==> config.mk <==
export PLATFORM = sky130hd
export DESIGN_NAME = bcd2bin_shift_sub3_flat
export DESIGN_NICKNAME = d
export VERILOG_FILES = /design/src/rtl/bcd2bin_shift_sub3_pkg.sv /design/src/rtl/bcd2bin_shift_sub3_if.sv /design/src/rtl/bcd2bin_shift_sub3_cell.sv /design/src/rtl/bcd2bin_shift_sub3.sv /design/src/flat_wrapper.sv
export SDC_FILE = /design/constraint.sdc
export NUM_CORES = 1
export LEC_CHECK = 0
export BUFFER_PORTS_ARGS = -buffer_cell sky130_fd_sc_hd__buf_2
export CORE_UTILIZATION = 56
export CTS_CLUSTER_DIAMETER = 80
export DETAILED_ROUTE_END_ITERATION = 8
export GPL_ROUTABILITY_DRIVEN = 0
export HOLD_SLACK_MARGIN = 0.12
export MAX_ROUTING_LAYER = met4
export PLACE_DENSITY = 0.81
export SYNTH_ARGS = -nofsm -noshare
export SYNTH_HDL_FRONTEND = slang
export SYNTH_SLANG_ARGS = --single-unit
export TNS_END_PERCENT = 5
==> constraint.sdc <==
create_clock -name clk -period 1.7 [get_ports clk]
set_input_delay 0 -clock clk [delete_from_list [all_inputs] [get_ports clk]]
set_output_delay 0 -clock clk [all_outputs]
set_load 0.005 [all_outputs]
==> src/rtl/bcd2bin_shift_sub3_pkg.sv <==
// rtl/bcd2bin_shift_sub3_pkg.sv - shared types and constants for the BCD-to-binary converter
package bcd2bin_pkg;

  localparam int DEFAULT_DIGITS = 3;
  localparam int DEFAULT_BIN_W  = 10;

  // A digit at or above the threshold picked up a shifted-in 8 and must be corrected by the offset
  localparam logic [3:0] DIGIT_THRESH = 4'd8;
  localparam logic [3:0] DIGIT_OFFSET = 4'd3;
  localparam logic [3:0] DIGIT_MAX    = 4'd9;

  typedef enum logic [1:0] {
    ST_IDLE  = 2'd0,
    ST_SHIFT = 2'd1,
    ST_DONE  = 2'd2
  } state_t;

endpackage

==> src/rtl/bcd2bin_shift_sub3_if.sv <==
// rtl/bcd2bin_shift_sub3_if.sv - request/result bundle between requester and converter
interface bcd2bin_shift_sub3_if
  import bcd2bin_pkg::*;
#(
  parameter int DIGITS = DEFAULT_DIGITS,
  parameter int BIN_W  = DEFAULT_BIN_W
);

  logic                  start;
  logic [4*DIGITS-1:0]   bcd;
  logic [BIN_W-1:0]      binary;
  logic                  busy;
  logic                  done;
  logic                  err;

  modport master (
    output start, bcd,
    input  binary, busy, done, err
  );

  modport slave (
    input  start, bcd,
    output binary, busy, done, err
  );

endinterface

==> src/rtl/bcd2bin_shift_sub3_cell.sv <==
// rtl/bcd2bin_shift_sub3_cell.sv - per-digit correction: subtract 3 when the digit is 8 or more
module bcd_sub3_cell
  import bcd2bin_pkg::*;
(
  input  logic [3:0] i_d,
  output logic [3:0] o_d
);

  assign o_d = (i_d >= DIGIT_THRESH) ? (i_d - DIGIT_OFFSET) : i_d;

endmodule

==> src/rtl/bcd2bin_shift_sub3.sv <==
// rtl/bcd2bin_shift_sub3.sv - iterative BCD-to-binary converter using shift right and subtract 3
module bcd2bin_shift_sub3
  import bcd2bin_pkg::*;
#(
  parameter int DIGITS = DEFAULT_DIGITS,
  parameter int BIN_W  = DEFAULT_BIN_W
)(
  input  logic                   clk,
  input  logic                   rst_n,
  bcd2bin_shift_sub3_if.slave    bus
);

  localparam int BCD_W = 4 * DIGITS;
  localparam int CNT_W = $clog2(BIN_W + 1);
  localparam logic [CNT_W-1:0] LAST_CNT = CNT_W'(BIN_W - 1);

  state_t              r_state;
  state_t              w_state_nxt;
  logic [BCD_W-1:0]    r_bcd_work;
  logic [BIN_W-1:0]    r_bin_acc;
  logic [CNT_W-1:0]    r_cnt;
  logic                r_bad;
  logic [BIN_W-1:0]    r_binary;
  logic                r_err;
  logic                r_done;
  logic                w_bad;

  logic [BCD_W+BIN_W-1:0] w_cat;
  logic [BCD_W-1:0]       w_bcd_sh;
  logic [BCD_W-1:0]       w_bcd_fix;
  logic [BIN_W-1:0]       w_bin_sh;

  // One iteration: the combined register moves right by one, low BCD bit falls into the accumulator
  assign w_cat    = {r_bcd_work, r_bin_acc} >> 1;
  assign w_bcd_sh = w_cat[BCD_W+BIN_W-1:BIN_W];
  assign w_bin_sh = w_cat[BIN_W-1:0];

  for (genvar g = 0; g < DIGITS; g++) begin : g_cell
    bcd_sub3_cell u_cell (
      .i_d (w_bcd_sh[4*g +: 4]),
      .o_d (w_bcd_fix[4*g +: 4])
    );
  end

  // Flag a request carrying any non-decimal digit so it can bypass shifting
  always_comb begin
    w_bad = 1'b0;
    for (int i = 0; i < DIGITS; i++) begin
      if (bus.bcd[4*i +: 4] > DIGIT_MAX) w_bad = 1'b1;
    end
  end

  // State register
  always_ff @(posedge clk or negedge rst_n) begin
    if (!rst_n) r_state <= ST_IDLE;
    else        r_state <= w_state_nxt;
  end

  // Next-state logic: invalid input skips straight to completion
  always_comb begin
    w_state_nxt = r_state;
    case (r_state)
      ST_IDLE:  if (bus.start) w_state_nxt = w_bad ? ST_DONE : ST_SHIFT;
      ST_SHIFT: if (r_cnt == LAST_CNT) w_state_nxt = ST_DONE;
      ST_DONE:  w_state_nxt = ST_IDLE;
      default:  w_state_nxt = ST_IDLE;
    endcase
  end

  // Datapath: load on request, iterate in SHIFT, publish result on the edge leaving DONE
  always_ff @(posedge clk or negedge rst_n) begin
    if (!rst_n) begin
      r_bcd_work <= '0;
      r_bin_acc  <= '0;
      r_cnt      <= '0;
      r_bad      <= 1'b0;
      r_binary   <= '0;
      r_err      <= 1'b0;
      r_done     <= 1'b0;
    end else begin
      r_done <= 1'b0;
      case (r_state)
        ST_IDLE: begin
          if (bus.start) begin
            r_bcd_work <= bus.bcd;
            r_bin_acc  <= '0;
            r_cnt      <= '0;
            r_bad      <= w_bad;
          end
        end
        ST_SHIFT: begin
          r_bcd_work <= w_bcd_fix;
          r_bin_acc  <= w_bin_sh;
          r_cnt      <= r_cnt + 1'b1;
        end
        ST_DONE: begin
          // Accumulator is still zero for a rejected request, so binary reads 0 alongside err
          r_binary <= r_bin_acc;
          r_err    <= r_bad;
          r_done   <= 1'b1;
        end
        default: ;
      endcase
    end
  end

  assign bus.binary = r_binary;
  assign bus.err    = r_err;
  assign bus.done   = r_done;
  assign bus.busy   = (r_state != ST_IDLE);

endmodule

==> src/flat_wrapper.sv <==
// flat-port wrapper written by rule: the top's interface ports become plain ports
module bcd2bin_shift_sub3_flat import bcd2bin_pkg::*;
#(
  parameter int DIGITS = DEFAULT_DIGITS,
  parameter int BIN_W  = DEFAULT_BIN_W
)
  (clk, rst_n, bus_start, bus_bcd, bus_binary, bus_busy, bus_done, bus_err);
  bcd2bin_shift_sub3_if #(.DIGITS(DIGITS), .BIN_W(BIN_W)) bus_i ();
  input  logic clk;
  input  logic rst_n;
  input wire logic [$bits(bus_i.start)-1:0] bus_start;
  input wire logic [$bits(bus_i.bcd)-1:0] bus_bcd;
  output wire logic [$bits(bus_i.binary)-1:0] bus_binary;
  output wire logic [$bits(bus_i.busy)-1:0] bus_busy;
  output wire logic [$bits(bus_i.done)-1:0] bus_done;
  output wire logic [$bits(bus_i.err)-1:0] bus_err;
  assign bus_i.start = bus_start;
  assign bus_i.bcd = bus_bcd;
  assign bus_binary = bus_i.binary;
  assign bus_busy = bus_i.busy;
  assign bus_done = bus_i.done;
  assign bus_err = bus_i.err;
  bcd2bin_shift_sub3 #(.DIGITS(DIGITS), .BIN_W(BIN_W)) u_core (.clk(clk), .rst_n(rst_n), .bus(bus_i));
endmodule
# Word-level counts from Yosys, hierarchy flattened
# Index checks and enable logic that the tools add are counted.
[totals] register_bits=41 inputBits=15 out_inout_bits=13 word_cells=46
[op_classes] n_addsub=4 order_cmp=6 eq_ne=5 n_mux=17 reduce_logical=6
[ops] op="one-hot mux 12 bit (2 select lines)" n=1
[ops] op="one-hot mux 10 bit (2 select lines)" n=1
[ops] op="two-way mux 4 bit" n=4
[ops] op="greater-than comparator 4 bit, second input constant" n=3
[ops] op="two-way mux 12 bit" n=1
[ops] op="two-way mux 10 bit" n=1
[ops] op=">= comparator 4 bit, second input constant" n=2
[ops] op="one-hot mux 4 bit (2 select lines)" n=1
[ops] op="subtractor 4 x 2 -> 4 bit, second input constant" n=2
[ops] op="two-way mux 2 bit" n=3
[ops] op="AND reduction 2 bit" n=3
[ops] op="adder 4 x 1 -> 4 bit, second input constant" n=1
[ops] op="equality test 4 bit, second input constant" n=1
[ops] op=">= comparator 3 x 4 -> 1 bit, second input constant" n=1
[ops] op="two-way mux 1 bit" n=4
[ops] op="one-hot mux 2 bit (2 select lines)" n=1
[ops] op="nonzero test 2 bit" n=2
[ops] op="subtractor 3 x 2 -> 4 bit, second input constant" n=1
[ops] op="equality test 2 x 1 -> 1 bit, second input constant" n=1
[ops] op="equality test 2 bit, second input constant" n=1
[ops] op="zero test 2 bit" n=1
[ops] op="!= test 2 x 1 -> 1 bit, second input constant" n=1
[ops] op="!= test 2 bit, second input constant" n=1

# Logic depth before layout (Yosys ltp)
# Gate-level depths: netlist of the first run.
[logic_depth] depth_word=7 depth_mapped=5 ltp_nobuf=5

# Hierarchy
# Synthesis of the first run repeated with hierarchy kept, for this count alone.
[hier_totals] cells_unflattened=175 area_unflattened_um2=2070.7
[modules_own_cells] mod="bcd2bin_shift_sub3" instances=1 cells_each=142 area_each_um2=1841.8 seq_area_each_um2=1026.0
[modules_own_cells] mod="bcd_sub3_cell" instances=3 cells_each=11 area_each_um2=76.3 seq_area_each_um2=0.0

# Worst setup path after synthesis of the first run
# OpenSTA, ideal clock, no wires.
[synth_timing] kind="reg2reg" startpoint="reg u_core.r_bcd_work[1]" endpoint="reg u_core.r_bcd_work[1]" setup_ns=0.126 arrival_ns=1.140 required_time_ns=1.574 path_slack_ns=0.434 stages_incl_launch_ff=6 path_buffers=0 synth_period_minus_slack_ns=1.266 cell_sequence="dfrtp_1 -> inv_1 -> ha_1 -> mux2_2 -> o22ai_1 -> a21oi_1"
[synth_between] elab_chain_cells=3 elab_cells_between_ends=4 classes_between="1 x add/sub; 1 x order compare; 2 x mux"
[synth_lines] item="start: declaration" line_no="bcd2bin_shift_sub3.sv:19" text="logic [BCD_W-1:0] r_bcd_work;"
[synth_lines] item="start signal: assignment" line_no="bcd2bin_shift_sub3.sv:85" text="r_bcd_work <= bus.bcd;"
[synth_lines] item="start signal: assignment" line_no="bcd2bin_shift_sub3.sv:92" text="r_bcd_work <= w_bcd_fix;"
[synth_lines] item="subtractor 4 x 2 -> 4 bit / >= comparator 4 bit (equally long branches)" line_no="bcd2bin_shift_sub3_cell.sv:9" text="assign o_d = (i_d >= DIGIT_THRESH) ? (i_d - DIGIT_OFFSET) : i_d;"
[synth_lines] item="two-way mux 4 bit (*)" line_no="bcd2bin_shift_sub3_cell.sv:9"
[synth_lines] item="one-hot mux 12 bit (2 select lines) (*)" line_no="bcd2bin_shift_sub3.sv:82" text="case (r_state)"
# Mark *: on every way between the ends. The rest lies on a longest branch, timed or not.
# A chain may end at the register's enable or synchronous reset.

# Worst setup path in the final report of the first run
[layout_timing] startpoint="reg u_core.r_state[0]" endpoint="reg u_core.r_state[1]"
[layout_between] elab_chain_cells=3 elab_cells_between_ends=6 classes_between="3 x eq/ne; 1 x mux; 2 x reduce/logical"
[layout_lines] item="start: declaration" line_no="bcd2bin_shift_sub3.sv:17" text="state_t r_state;"
[layout_lines] item="start signal: assignment" line_no="bcd2bin_shift_sub3.sv:56" text="else r_state <= w_state_nxt;"
[layout_lines] item="equality test 2 x 1 -> 1 bit / zero test 2 bit (equally long branches)" line_no="bcd2bin_shift_sub3.sv:62" text="case (r_state)"
[layout_lines] item="!= test 2 x 1 -> 1 bit (no line) / != test 2 bit (equally long branches)"
[layout_lines] item="AND reduction 2 bit (no line)"
# Several ways; a longest one is shown, not always the timed one.

==> results by group, run 1 <==
Worst setup path
  – Crit end category: register
  – Reg2reg setup slack: 0.17 ns
  – R2R cell count: 3
  – Worst-path maximum fanout: 11
  – Slowest library cell on the worst path: nor2_1
  – CP max stage delay: 0.58 ns
  – Worst Path Required: 1.97 ns
  – Cell Chain, Critical Path: inv_2, nor2_1, a221o_1
  – Worst EP arrival: 1.80 ns
  – Reg2reg start: u_core.r_state[0]
  – CP Launch Type: register
  – Worst flop-to-flop path endpoint: u_core.r_state[1]
  – Kind of critical path: register to register

Timing
  – Setup_tns: 0 ns
  – Hold Vio Cnt, Final: 0
  – Setup-failing EPs final: 0
  – FMAX: 652 MHz
  – Final Max Slew Viols: 0
  – Final worst path period share: 0.902
  – Worst-Margin Slew: 0.705 ns
  – Min Tclk post-route: 1.53 ns
  – Max transition margin: 0.528
  – Clock skew: 0.0112 ns
  – RSZ-0062 raised after global routing: no

Detailed routing
  – DRT iter0 DRCs: 133
  – Vias per inst: 5.79
  – Residual DRC: 0
  – Via count: 1464
  – Post-route ant nets: 0
  – DRT Wirelength: 3900 um
  – Wire length per cell: 15.4 um
  – Drt pass-1 iters: 4

Floorplan
  – Initial Util: 0.609
  – Area of the die: 3670 um^2
  – Vert. Die Dim: 60.6 um
  – Core box area: 3150 um^2
  – Ports: 28
  – Die W: 60.6 um
  – Row count: 20

Global routing
  – Antenna violations before repair: 0
  – Largest net degree at the start of global routing: 42
  – Vias in the first global route: 1366
  – GR Util All Layers: 0.246
  – Total gr overflow: 0
  – First-pass GRT wire length: 6400 um

Synthesis
  – Register area share after synthesis: 0.534
  – Mapped cell area: 1920 um^2
  – Main flop type after synthesis: dfrtp_1
  – Cells after Synth: 168
  – Yosys top cell area share: 0.534
  – Ys Warns: 0
  – Synth cell types: 34
  – Post-synthesis async set-or-reset flop share: 1.00
  – Number of synthesized flops with an enable pin: 0
  – Mapped Nets: 189
  – Synthesis-stage register bit count: 41
  – Largest area contributor in the netlist: dfrtp_1
  – Top cells by area, synth: dfrtp_1 53%, mux2_1 7.0%, o22ai_1 5.2%
  – Syn_area_per_cell: 11.4 um^2

Layout
  – Share of cells above drive strength 1: 0.220
  – Most frequent cells in the layout: 41 x dfrtp_1, 27 x buf_2, 16 x o22ai_1, 13 x dlygate4sd3_1, 12 x mux2_1
  – Fin nets: 230
  – Register area: 1030 um^2
  – Multi-input logic area: 803 um^2
  – Commonest non-fill, non-tap cell in the layout: dfrtp_1
  – Ant diodes: 0
  – Fill count: 252
  – Synthesis-to-finish area growth: 19.0%

Placed design
  – Port Buffers: 27
  – Post-DP HPWL: 2600 um

Power
  – Static Leak: 1.09 nW
  – Peak supply drop: 0.938 mV
  – Pwr dens: 1450 nW/um^2
  – Tot Pwr: 3.31 mW

Clock network
  – Clock sinks: 41
  – CTS root buffer: clkbuf_4
  – H-tree Lvls: 2
  – Clock Latency Late Sink: 0.34 ns
  – Total CTS buffers: 5
  – Worst-path clk slew: 0.12 ns
  – Post-cts sizing count: 0
  – Clock tree buffer depth: 2
  – CTS tree: yes

Job
  – Max Cap Violations: 0

Hold path
  – Worst Hold Class: input pin to asynchronous set/reset pin

Run status
  – Status: finished, final reports clean
## timing repair
item,in CTS,in global routing
setup buffers,0,0
hold buffers,13,0
endpoints found under the hold margin,54,0
## critical path, delay by kind of cell, from the launching register on
kind                   cells  cell delay (ns)
AOI/OAI and AO/OA          1             0.28
buffers and inverters      1             0.14
DFF                        1             0.47
and+or+nand+nor            1             0.58
## worst max path at each step
| stage | from | endpoint | slack, ns | cells past startpoint |
|---|---|---|---|---|
| after floorplan | u_core.r_bcd_work[1] | u_core.r_bcd_work[1] | 0.43 | 5 |
| after global placement | u_core.r_state[1] | u_core.r_bad | 0.26 | 3 |
| after detailed placement | u_core.r_state[1] | u_core.r_bad | 0.21 | 3 |
| after CTS | u_core.r_state[0] | u_core.r_state[1] | 0.19 | 3 |
| after global routing | u_core.r_state[1] | u_core.r_bcd_work[9] | 0.07 | 3 |
| final | u_core.r_state[0] | u_core.r_state[1] | 0.17 | 3 |
## cell type report
type                            count  area share
Clock buffer                        6      0.0225
Clock inverter                      1     0.00329
Inverter                            9      0.0148
Multi-Input combinational cell    108       0.352
Sequential cell                    41       0.449
Tap cell                           44      0.0241
Timing Repair Buffer               44       0.135
## Yosys cell counts (3+ instances only)
cell / instances
dfrtp_1: 41
o22ai_1: 16
mux2_1: 12
a22o_1: 10
a21oi_1: 9
inv_1: 8
buf_2: 7
nand2_1: 7
nor2_1: 7
ha_1: 6
o21ai_0: 5
a31oi_1: 3
buf_4: 3
nand3_1: 3
nor2b_1: 3
## through the flow
| stage | hold slack [ns] | worst slack [ns] | instances | utilization | instance area [um^2] |
|---|---|---|---|---|---|
| CTS | 0.157 | 0.191 | 253 | 0.725 | 2280 |
| floorplan | -0.296 | 0.434 | 168 | - | 1920 |
| global route | 0.174 | 0.0678 | 253 | 0.725 | 2280 |
| detailed placement | -0.0155 | 0.207 | 233 | 0.665 | 2100 |
| finish | 0.146 | 0.167 | 253 | 0.725 | 2280 |
| global placement | -0.0167 | 0.265 | 233 | 0.665 | 2100 |
## cells by family after synthesis
kind of cell	after synthesis	share of synthesized area
simple gates	26	0.0665
mux	15	0.0873
fa+ha+maj	6	0.0391
flops	41	0.534
xor+xnor	4	0.0182
buf+inv	19	0.0476
compound gates	57	0.207
## report_power, final
group,internal [mW],leakage [nW],switching (mW),total [mW]
Clock,0.194,0.0303,0.303,0.497
Combinational,0.618,0.533,0.628,1.25
Sequential,1.25,0.530,0.321,1.57
## registers in the layout, indices dropped and copies added (netlist names)
signal             flops
u_core.bus.binary     10
u_core.r_cnt           4
u_core.r_state         2
u_core.bus.done        1
u_core.r_bcd_work     12
u_core.r_bad           1
u_core.bus.err         1
u_core.r_bin_acc      10
## metal layers
layer	wire length, um	GRT usage	part of all wire	up-vias
met1	1850	0.344	0.47	707
met2	1830	0.381	0.47	54
met3	213	0.0448	0.055	2
li1	-	-	-	701
met4	13	0.0487	0.0033	0
met5	0	-	0	-
Note: power is estimated with default switching activity, not from simulation.
==> run 2: changes to the inputs <==
--- a/config.mk
+++ b/config.mk
@@ -13,6 +13,7 @@
 export HOLD_SLACK_MARGIN = 0.12
 export MAX_ROUTING_LAYER = met4
 export PLACE_DENSITY = 0.81
+export SETUP_SLACK_MARGIN = 0.3
 export SYNTH_ARGS = -nofsm -noshare
 export SYNTH_HDL_FRONTEND = slang
 export SYNTH_SLANG_ARGS = --single-unit
==> run 2 against run 1 <==
Against the previous run: combinational power about the same; largest power group unchanged; non-clock buffer count stayed put; fmax is 8.2% higher; worst hold slack gained 0.0091 ns; sequential share of layout area is 0.14 points lower; critical path depth stayed put; die area unchanged; utilization grew 0.40 points; first-iteration DRC count rose by 3.8%; power up 0.53%; setup slack better by 0.12 ns; clock power is 2% lower.
==> results by group, run 2 (synthesis results as in run 1) <==
Layout
  – Fin nets: 230 (unchanged)
  – Synthesis-to-finish area growth: 19.6%
  – Fill count: 250 (-0.79%)
  – Most frequent cells in the layout: 39 x dfrtp_1, 27 x buf_2, 16 x o22ai_1, 13 x dlygate4sd3_1, 12 x mux2_1
  – Layout Cells excl Fill: 253 (unchanged)
  – Ant diodes: 0 (unchanged)
  – Max reg flops: 12 (unchanged)
  – Register bank with the most flops: u_core.r_bcd_work
  – Commonest non-fill, non-tap cell in the layout: dfrtp_1
  – Share of cells above drive strength 1: 0.239 (+0.0191)

Hold path
  – Worst Hold Class: input pin to asynchronous set/reset pin

Global routing
  – GR Util met2: 0.381 (unchanged)
  – Most used routing layer: met2
  – First-pass GRT wire length: 6400 um (unchanged)
  – Vias in the first global route: 1366 (unchanged)
  – Total gr overflow: 0 (unchanged)
  – Largest net degree at the start of global routing: 42 (unchanged)
  – GR Util All Layers: 0.246 (unchanged)
  – GRT met1 Usage: 0.344 (unchanged)
  – GR Util met3: 0.0448 (unchanged)
  – Antenna violations before repair: 0 (unchanged)

Worst setup path
  – Family with the most delay on the worst path: flip-flops
  – Reg2reg setup slack: 0.28 ns (+0.12 ns)
  – Worst Path Required: 1.91 ns (-0.06 ns)
  – Crit end category: register
  – CP Launch Type: register
  – Critical path origin: u_core.r_state[1]
  – Cell Chain, Critical Path: nand2b_4, nor2_1, mux2_1
  – CP max stage delay: 0.53 ns (-0.05 ns)
  – Slowest library cell on the worst path: dfrtp_1
  – Kind of critical path: register to register
  – CP Buf/Inv Count: 0 (-1)
  – Worst-path maximum fanout: 12 (+1)
  – Worst EP arrival: 1.63 ns (-0.17 ns)
  – Reg2reg start: u_core.r_state[1]

Detailed routing
  – Via count: 1462 (-0.14%)
  – DRT Wirelength: 3890 um (-0.23%)
  – Drt pass-1 iters: 4 (unchanged)
  – DRT iter0 DRCs: 138 (+3.8%)
  – Vias per inst: 5.78 (-0.14%)
  – Wire length per cell: 15.4 um (-0.23%)
  – Post-route ant nets: 0 (unchanged)
  – Residual DRC: 0 (unchanged)

Floorplan
  – Ports: 28 (unchanged)
  – Core box area: 3150 um^2 (unchanged)
  – Vert. Die Dim: 60.6 um (unchanged)
  – Die W: 60.6 um (unchanged)
  – Row count: 20 (unchanged)
  – Initial Util: 0.609 (unchanged)
  – Area of the die: 3670 um^2 (unchanged)

Clock network
  – Clock sinks: 41 (unchanged)
  – CTS root buffer: clkbuf_4
  – Clock Latency Late Sink: 0.33 ns (about the same)
  – Total CTS buffers: 5 (unchanged)
  – H-tree Lvls: 2 (unchanged)
  – Clock tree buffer depth: 2 (unchanged)
  – CTS tree: yes
  – Worst-path clk slew: 0.12 ns (about the same)

Power
  – Peak supply drop: 0.935 mV (-0.30%)
  – Pwr dens: 1450 nW/um^2 (about the same)
  – Static Leak: 1.10 nW (+0.18%)

Timing
  – Final Max Slew Viols: 0 (unchanged)
  – Max transition margin: 0.700 (+0.172)
  – Setup-failing EPs final: 0 (unchanged)
  – Setup_tns: 0 ns (unchanged)
  – FMAX: 706 MHz (+8.2%)
  – Clock skew: 0.0100 ns (-0.00123 ns)
  – Worst setup margin: 0.283 ns (+0.117 ns)
  – Hold Vio Cnt, Final: 0 (unchanged)
  – Final worst path period share: 0.833 (-0.0686)
  – RSZ-0062 raised after global routing: yes
  – Min Tclk post-route: 1.42 ns (-0.117 ns)
  – Worst-Margin Slew: 0.450 ns (-0.255 ns)

Placed design
  – Placed Cells: 233 (unchanged)
  – Post-DP HPWL: 2600 um (unchanged)
  – Port Buffers: 27 (unchanged)
  – Pre-CTS WS: 0.207 ns (unchanged)

Job
  – Max Cap Violations: 0 (unchanged)

Run status
  – Status: finished, final reports clean
[run 2: cell counts in the layout (fill, tap and decap cells not counted)]
Identical to the previous run, type by type.
[run 2: what timing repair did]
item | CTS | global route
hold endpoints to repair | 54 | 0
hold buffers | 13 | 0
setup buffers | 0 | 0
gates cloned | 0 | 0
setup endpoints to repair | 21 | 20
gates resized for setup | 3 | 2
[run 2: cell type report]
| class | count | area [um^2] | share of cell area |
|---|---|---|---|
| repair buffers | 44 | 308 | 0.134 |
| flip-flops and latches | 41 | 1030 | 0.448 |
| multi-input cells | 108 | 813 | 0.354 |
| clock inverters | 1 | 7.51 | 0.00327 |
| inverters | 9 | 33.8 | 0.0147 |
| clock buffers | 6 | 51.3 | 0.0223 |
| well taps | 44 | 55.1 | 0.0240 |
[run 2: worst paths after layout]
path | endpoint | cells after the start
worst min register to register | u_core.bus.binary[2] | 1
worst max-delay path | u_core.r_bad | 3
worst min-delay path | u_core.r_bcd_work[7] | 3
min in group clk | u_core.r_bcd_work[5] | 3
worst max register to register | u_core.r_bad | 3
max in group asynchronous | u_core.r_bcd_work[1] | 3
[run 2: worst register-to-register path, cell delays in order, from the launching register on]
cell,delay [ns]
dfrtp_1,0.53
nand2b_4,0.27
nor2_1,0.17
mux2_1,0.34
[run 2: per-layer routing]
metal / wire length, um / part of all wire
met1: 1880 / 0.48
met2: 1850 / 0.47
met3: 152 / 0.039
met4: 13 / 0.0033
met5: 0 / 0
[run 2: through the flow]
stage	hold WS [ns]	utilization	instance area (um^2)	total power [mW]
after floorplan	-0.296	-	1920	2.46
after global placement	-0.0167	0.665	2100	2.72
after detailed placement	-0.0155	0.665	2100	2.80
after CTS	0.158	0.728	2290	3.32
after global routing	0.174	0.729	2300	3.58
final	0.155	0.729	2300	3.33
[run 2: power breakdown]
| part | leakage [nW] | total, mW | internal [mW] | switching (mW) |
|---|---|---|---|---|
| Sequential | 0.528 | 1.58 | 1.25 | 0.326 |
| Combinational | 0.537 | 1.26 | 0.628 | 0.634 |
| Clock | 0.0303 | 0.489 | 0.194 | 0.295 |
